===== config.mk =====
export PLATFORM = sky130hd
export DESIGN_NAME = lcd_scan_n
export DESIGN_NICKNAME = d
export VERILOG_FILES = /design/src/rtl/lcd_scan_n.sv
export SDC_FILE = /design/constraint.sdc
export NUM_CORES = 1
export LEC_CHECK = 0
export CORE_MARGIN = 2
export CORE_UTILIZATION = 30
export DETAILED_ROUTE_END_ITERATION = 8
export DONT_BUFFER_PORTS = 1
export GPL_TIMING_DRIVEN = 0
export SYNTH_ARGS = -nofsm -noshare
export SYNTH_HDL_FRONTEND = slang
export SYNTH_SLANG_ARGS = --single-unit

===== constraint.sdc =====
create_clock -name clk -period 6.2 [get_ports clk]
set_clock_uncertainty 0.15 [all_clocks]
set_input_delay 0.31 -clock clk [delete_from_list [all_inputs] [get_ports clk]]
set_output_delay 0.31 -clock clk [all_outputs]
set_load 0.03 [all_outputs]

===== src/rtl/lcd_scan_n.sv =====
// lcd_scan_n: multiplexed seven-segment display driver.
// Scans DIGITS digits one slot at a time with dead-time blanking, a 16-level
// brightness PWM, per-digit decimal points and optional leading-zero blanking.
// All display inputs are snapshotted once per frame so a frame never tears.

module lcd_scan_n #(
    parameter int DIGITS           = 4,
    parameter int DIV              = 1024,
    parameter int BLANK            = 8,
    parameter bit ANODE_ACTIVE_LOW = 1'b1,
    parameter bit SEG_ACTIVE_LOW   = 1'b1
) (
    input  logic                  clk,
    input  logic                  rst,
    input  logic [4*DIGITS-1:0]   i_digits,
    input  logic [DIGITS-1:0]     i_show,
    input  logic [DIGITS-1:0]     i_dp,
    input  logic [3:0]            i_brightness,
    input  logic                  i_lzb,
    output logic [DIGITS-1:0]     o_select,
    output logic [7:0]            o_segment,
    output logic                  o_frame
);

    // Counter and arithmetic widths. The on-window product needs four extra
    // bits for the brightness multiplier plus one for the exact DIV*16 case.
    localparam int TW = $clog2(DIV);
    localparam int SW = $clog2(DIGITS);
    localparam int OW = TW + 5;

    localparam logic [TW-1:0]     T_LAST  = TW'(DIV - 1);
    localparam logic [SW-1:0]     S_LAST  = SW'(DIGITS - 1);
    localparam logic [OW-1:0]     SPAN    = OW'(DIV - BLANK);
    localparam logic [OW-1:0]     BLANK_W = OW'(BLANK);
    localparam logic [DIGITS-1:0] SEL_OFF = ANODE_ACTIVE_LOW ? {DIGITS{1'b1}} : {DIGITS{1'b0}};
    localparam logic [7:0]        SEG_OFF = SEG_ACTIVE_LOW ? 8'hFF : 8'h00;

    // Scan position: tick within the slot and the slot (digit) index.
    logic [TW-1:0] t;
    logic [SW-1:0] s;

    // Per-frame snapshot of every display input.
    logic [4*DIGITS-1:0] sh_digits;
    logic [DIGITS-1:0]   sh_show;
    logic [DIGITS-1:0]   sh_dp;
    logic [3:0]          sh_brightness;
    logic                sh_lzb;

    // Derived display state for the current slot.
    logic              last_tick;
    logic              capture;
    logic [DIGITS-1:0] lzb_blank;
    logic [DIGITS-1:0] visible;
    logic [3:0]        cur_value;
    logic              cur_dp;
    logic              cur_visible;
    logic [OW-1:0]     on_len;
    logic [OW-1:0]     t_wide;
    logic              in_window;
    logic              lit;
    logic [DIGITS-1:0] sel_next;
    logic [7:0]        seg_next;

    // Active-high hex glyphs in {G,F,E,D,C,B,A} order.
    function automatic logic [6:0] hex7(input logic [3:0] v);
        logic [6:0] g;
        case (v)
            4'h0:    g = 7'h3F;
            4'h1:    g = 7'h06;
            4'h2:    g = 7'h5B;
            4'h3:    g = 7'h4F;
            4'h4:    g = 7'h66;
            4'h5:    g = 7'h6D;
            4'h6:    g = 7'h7D;
            4'h7:    g = 7'h07;
            4'h8:    g = 7'h7F;
            4'h9:    g = 7'h6F;
            4'hA:    g = 7'h77;
            4'hB:    g = 7'h7C;
            4'hC:    g = 7'h39;
            4'hD:    g = 7'h5E;
            4'hE:    g = 7'h79;
            default: g = 7'h71;
        endcase
        return g;
    endfunction

    assign last_tick = (t == T_LAST);
    assign capture   = last_tick && (s == S_LAST);

    // Advance the tick every cycle and the slot index whenever a slot completes.
    always_ff @(posedge clk or negedge rst) begin
        if (!rst) begin
            t <= '0;
            s <= '0;
        end else if (last_tick) begin
            t <= '0;
            s <= (s == S_LAST) ? '0 : s + SW'(1);
        end else begin
            t <= t + TW'(1);
        end
    end

    // Snapshot all display inputs on the last cycle of the frame only.
    always_ff @(posedge clk or negedge rst) begin
        if (!rst) begin
            sh_digits     <= '0;
            sh_show       <= '0;
            sh_dp         <= '0;
            sh_brightness <= '0;
            sh_lzb        <= 1'b0;
        end else if (capture) begin
            sh_digits     <= i_digits;
            sh_show       <= i_show;
            sh_dp         <= i_dp;
            sh_brightness <= i_brightness;
            sh_lzb        <= i_lzb;
        end
    end

    // Walk from the most significant digit down, blanking zeros while every
    // digit above is zero or hidden; digit 0 always survives.
    always_comb begin : lzb_scan
        logic clear_above;
        clear_above = 1'b1;
        lzb_blank   = '0;
        for (int k = DIGITS - 1; k >= 1; k--) begin
            lzb_blank[k] = sh_lzb && clear_above && (sh_digits[4*k +: 4] == 4'h0);
            clear_above  = clear_above && ((sh_digits[4*k +: 4] == 4'h0) || !sh_show[k]);
        end
    end

    assign visible = sh_show & ~lzb_blank;

    // Select the value, decimal point and visibility of the digit being scanned.
    always_comb begin
        cur_value   = '0;
        cur_dp      = 1'b0;
        cur_visible = 1'b0;
        for (int k = 0; k < DIGITS; k++) begin
            if (s == SW'(k)) begin
                cur_value   = sh_digits[4*k +: 4];
                cur_dp      = sh_dp[k];
                cur_visible = visible[k];
            end
        end
    end

    // PWM window: ON cycles starting right after the dead time.
    always_comb begin
        on_len    = (SPAN * ({{(OW-4){1'b0}}, sh_brightness} + OW'(1))) >> 4;
        t_wide    = {{(OW-TW){1'b0}}, t};
        in_window = (t_wide >= BLANK_W) && (t_wide < (BLANK_W + on_len));
        lit       = cur_visible && in_window;
    end

    // Active-high anode and segment patterns before polarity is applied.
    always_comb begin
        sel_next = '0;
        seg_next = 8'h00;
        if (lit) begin
            sel_next = DIGITS'(1) << s;
            seg_next = {cur_dp, hex7(cur_value)};
        end
    end

    // Register outputs together so anode and segments always switch on the same edge.
    always_ff @(posedge clk or negedge rst) begin
        if (!rst) begin
            o_select  <= SEL_OFF;
            o_segment <= SEG_OFF;
            o_frame   <= 1'b0;
        end else begin
            o_select  <= sel_next ^ SEL_OFF;
            o_segment <= seg_next ^ SEG_OFF;
            o_frame   <= (s == '0) && (t == '0);
        end
    end

endmodule


* Word level (Yosys, flattened, before mapping) *
Memories as Yosys holds them, arrays and structs flattened.
Index checks and enable logic that the tools add are counted.

cells by class
  add/sub/neg operators = 4
  multipliers = 1
  order comparisons = 2
  equal/unequal tests = 4
  shift-type cells = 1
  muxes and demuxes = 16
  bitwise logic cells = 4
  reduce and logical (&&, ||, !) cells = 19

operators with widths
  operator                                                                number
  4-bit two-way mux                                                       5
  4-bit by 11-bit adder with 12-bit output, first input constant          1
  4-bit zero test                                                         3
  10-bit by 12-bit < comparator with 1-bit output                         1
  7-bit by 5-bit multiplier with 12-bit output, first input constant      1
  10-bit by 1-bit adder with 10-bit output, second input constant         1
  10-bit == test, second input constant                                   1
  10-bit by 4-bit >= comparator with 1-bit output, second input constant  1
  1-bit logical AND                                                       10
  10-bit zero test                                                        1
  10-bit two-way mux                                                      1
  1-bit two-way mux                                                       8
  8-bit two-way mux                                                       1
  4-bit inverter                                                          2
  8-bit inverter                                                          1
  4-bit by 1-bit adder with 5-bit output, second input constant           1
  4-bit bitwise AND                                                       1
  2-bit == test, second input constant                                    2
  1-bit by 2-bit left shift with 4-bit output, first input constant       1
  2-bit by 1-bit adder with 2-bit output, second input constant           1
  2-bit by 1-bit == test with 1-bit output, second input constant         1
  1-bit zero test                                                         2
  2-bit zero test                                                         1
  1-bit logical OR                                                        2
  2-bit two-way mux                                                       1

word-level totals
  register bits after elaboration = 54
  memory bits (read-only) = 112
  memories = 1

memories
  memory           words  width  rd ports  clocked after memory_dff  wr ports  RTL line  RTL
  (no name shown)  16     7      1         0                         0         67        case (v)

* Longest topological paths before layout *
  depth after elaboration = 14
  depth in mapped cells = 24
  depth with buffers taken out = 23

* Worst setup path after synthesis *
Ideal clock, no wire load.

  kind = register -> register
  start point = register sh_brightness[0]
  end point = register o_segment[5]
  library setup time = 0.095 ns
  data arrival time = 5.842 ns
  data required time = 5.955 ns
  setup slack = 0.112 ns
  stages on the path, launching flop included = 23
  path buffers = 1
  cells stage by stage = dfrtp_1 ha_1 and3_1 inv_1 fa_1 inv_1 fa_1 inv_1 fa_1 ha_1 o211ai_1 o21ai_0 xor2_1 nor4b_4 xnor2_1 ha_1 nor4_1 nand2_1 o311ai_2 and3b_1 a2111oi_4 buf_6 o221ai_1

between the ends
  longest elaborated chain between the ends = 8

ends and longest elaborated chain
  element                                          RTL line  RTL
  from (decl)                                      46        logic [3:0] sh_brightness;
  from (signal assigned)                           116       sh_brightness <= i_brightness;
  4-bit by 1-bit adder with 5-bit output           151       on_len = (SPAN * ({{(OW-4){1'b0}}, sh_brightness} + OW'(1))) >> 4;
  7-bit by 5-bit multiplier with 12-bit output     151
  4-bit by 11-bit adder with 12-bit output         153       in_window = (t_wide >= BLANK_W) && (t_wide < (BLANK_W + on_len));
  10-bit by 12-bit < comparator with 1-bit output  153
  1-bit logical AND                                153
  1-bit logical AND                                154       lit = cur_visible && in_window;
  8-bit two-way mux                                161       if (lit) begin
  8-bit inverter (no line)                         -
  to (signal assigned)                             175       o_segment <= seg_next ^ SEG_OFF;
  to (decl)                                        21        output logic [7:0] o_segment,

No other way between the ends.
A chain may end at the register's enable or synchronous reset.

* Worst setup path in the final report *
Ends and elaborated chain as after synthesis.

==> metrics.md <==
| Metric | Value |
|---|---|
| Outcome | finished, final reports clean |
| Slowest stage cell, crit path | fa_1 |
| Hold crit path type | primary input to flip-flop |
| Max-slew violation count | 0 |
| Routed Antenna Nets | 0 |
| Layout cells sized above 1 | 0.263 |
| Syn_nets | 460 |
| CTS tree | yes |
| Count of final setup violators | 0 |
| Worst hold stages | 2 |
| Slew @ Worst Pin | 0.599 ns |
| Vias in the first global route | 2907 |
| DRC Markers | 0 |
| Ports | 44 |
| Crit-path max FO | 5 |
| Final hold viol count | 0 |
| RR Startpoint | sh_brightness[0] |
| GR Overflow Total | 0 |
| CP required | 6.25 ns |
| Yosys cell types | 56 |
| Via density | 4.95 |
| Sequential cell area fraction in the yosys report | 0.355 |
| Die height | 117 um |
| Global-route wire length before repair | 14700 um |
| 1st-iter DRT viols | 118 |
| Clock tree buffer depth | 2 |
| Leakage | 0.00214 uW |
| Setup Total Neg Slack | 0 ns |
| Most frequent cells in the layout | dfrtp_1 (39), ha_1 (37), nand2_1 (36) |
| Die width | 117 um |
| DR vias | 2844 |
| Site Rows | 41 |
| Mean Syn Cell Area | 10.3 um2 |
| Final Critical Period | 6.18 ns |
| N_diodes | 0 |
| DR WL/cell | 15.2 um |
| Initial antenna violation count | 0 |
| P per Cell Area | 158 mW/mm2 |
| Die area | 0.0138 mm2 |
| Hold endpoint | sh_digits[9] |
| Critical path, cell by cell | ha_4, and3_4, inv_4, fa_1, inv_2, fa_1, fa_1, inv_1, ha_4, a211o_1, a311oi_2, xnor2_2, nor4b_4, xnor2_1, ha_2, nor4_2, nand2_1, a21o_1, o311ai_4, and3b_2, a2111oi_4, buf_6, o221ai_2 |
| Clock-pin slew on the worst setup and hold paths | 0.08 ns |
| CTS root buf | clkbuf_16 |
| CORE AREA | 0.0126 mm2 |
| Reg2Reg Depth | 23 |
| Synthesis Warnings | 0 |
| Synth async-reset ratio | 1.00 |
| GR Util All Layers | 0.128 |
| Total Wirelength | 8770 um |
| Area added between synthesis and finish | 20.1% |
| Worst setup EP type | flip-flop |
| Final instance area | 0.00463 mm2 |
| GP Congestion | 0.813 |
| Post-DP Area | 0.00407 mm2 |
| Most common cell after layout, fill and taps aside | dfrtp_1 |
| Hold slack | 0.00801 ns |
| Most frequent cell on the critical path | fa_1 |
| Final Cycle Share | 0.997 |
| Min-delay src | i_digits[9] |
| Post-synth EDFFs | 0 |
| Largest net degree at the start of global routing | 55 |
| #FFs+latches synth | 54 |
| Initial Utilization | 0.306 |
| Clock net sink count | 54 |
| Multi-input gate area | 0.00246 mm2 |
| NumNets Final | 487 |
| Peak supply drop | 0.0946 mV |
| H-tree levels | 2 |
| Total CTS buffers | 5 |
| Worst-skew pair later-pin latency | 0.29 ns |
| Slew HR | 0.599 |
| DR pass1 iterations | 4 |
| Critical path launch point type | flip-flop |
| Port Buf Inserts | 0 |
| Main synth FF type | dfrtp_1 |
| Dpl hpwl | 6470 um |
| R2r endpoint | o_segment[5] |
| CP arrival | 6.23 ns |
| Register Area | 0.00137 mm2 |
| Syn Std Cell Area | 0.00385 mm2 |
| R2R Setup Slk | 0.02 ns |
| CP Launch Point | sh_brightness[0] |
| Max-Cap Viols | 0 |
| Syn Inst Count | 375 |
| RSZ-0062 raised after global routing | yes |
| Max Freq | 162 MHz |
| Fillcell total | 1243 |
| Max incr delay on CP | 0.58 ns |
| Kind of critical path | flip-flop to flip-flop |
[sequential cells by signal, indices dropped and copies added, names as in the netlist]
register	cells
o_frame	1
t	10
sh_lzb	1
sh_brightness	4
o_segment	8
s	2
sh_show	4
sh_digits	16
o_select	4
sh_dp	4
[cell usage after synthesis (5+ instances only)]
| cell | instances | share of area |
|---|---|---|
| dfstp_2 | 12 | 0.082 |
| nand3_1 | 14 | 0.018 |
| inv_1 | 35 | 0.034 |
| dfrtp_1 | 42 | 0.27 |
| and3_1 | 6 | 0.0097 |
| mux2_2 | 24 | 0.070 |
| xor2_1 | 11 | 0.025 |
| xnor2_1 | 14 | 0.032 |
| nand2_1 | 36 | 0.035 |
| a21oi_1 | 16 | 0.021 |
| o21ai_0 | 20 | 0.026 |
| nor4_1 | 5 | 0.0081 |
| fa_1 | 11 | 0.057 |
| nor2_1 | 12 | 0.012 |
| ha_1 | 43 | 0.14 |
[metal layers]
layer  up-vias  global-route usage  wire length [um]
met5         -                   0                 0
met4         0              0.0248               129
met3        14              0.0306               345
met2        71               0.211              4200
met1      1392               0.171              4090
li1       1367                   -                 -
[metrics by stage]
step	cells	util	worst slack, ns	power, uW
2_1_floorplan	375	-	0.112	359
3_3_place_gp	547	0.324	-0.572	359
3_5_place_dp	547	0.324	-0.734	359
4_1_cts	566	0.355	0.0110	740
5_1_grt	575	0.368	-0.231	758
6_report	575	0.368	0.0206	731
[worst max-delay path, delay by kind of cell, from the launching register on]
kind	cells	cell delay, ns
AOI/OAI and AO/OA	6	1.46
xor gates and xnor gates	2	0.24
adders and majority gates	6	2.20
buffers and inverters	4	0.38
DFF	1	0.42
and+or+nand+nor	5	1.24
[logic make-up (layout without fill, tap and decap cells)]
| group | Yosys count | count (layout) | synth area share |
|---|---|---|---|
| DFF | 54 | 54 | 0.355 |
| adders and majority gates | 54 | 54 | 0.197 |
| AOI/OAI and AO/OA | 68 | 68 | 0.125 |
| buffers and inverters | 46 | 74 | 0.0510 |
| muxes | 28 | 28 | 0.0806 |
| xor gates and xnor gates | 25 | 25 | 0.0569 |
| and+or+nand+nor | 100 | 100 | 0.135 |
[how the worst max path moves through the flow]
stage / to / slack (ns) / depth (start not counted)
2_1_floorplan: o_segment[5] / 0.11 / 22
3_5_place_dp: o_segment[5] / -0.73 / 22
4_1_cts: o_segment[5] / 0.01 / 23
5_1_grt: o_segment[5] / -0.23 / 23
3_3_place_gp: o_segment[6] / -0.57 / 22
6_report: o_segment[5] / 0.02 / 23
[where the power goes]
group	internal, uW	total, uW	switching [uW]
registers	352	352	0
logic	3.24	10.4	7.13
clock network	243	368	125
total	598	731	132
[repair_timing]
action	CTS	global route
pin swaps	11	21
endpoints found under the hold margin	56	0
setup buffers	6	9
endpoints found under the setup margin	12	12
hold buffers	4	0
resized for setup	22	17
cloned	1	0
[cell type report]
| cell class | instances | share of cell area |
|---|---|---|
| Buffer | 11 | 0.0141 |
| Clock buffer | 6 | 0.0300 |
| Clock inverter | 2 | 0.0130 |
| Inverter | 35 | 0.0289 |
| Multi-Input combinational cell | 275 | 0.533 |
| Sequential cell | 54 | 0.296 |
| Tap cell | 172 | 0.0465 |
| Timing Repair Buffer | 20 | 0.0384 |
Power figures use the tool's default switching activity.
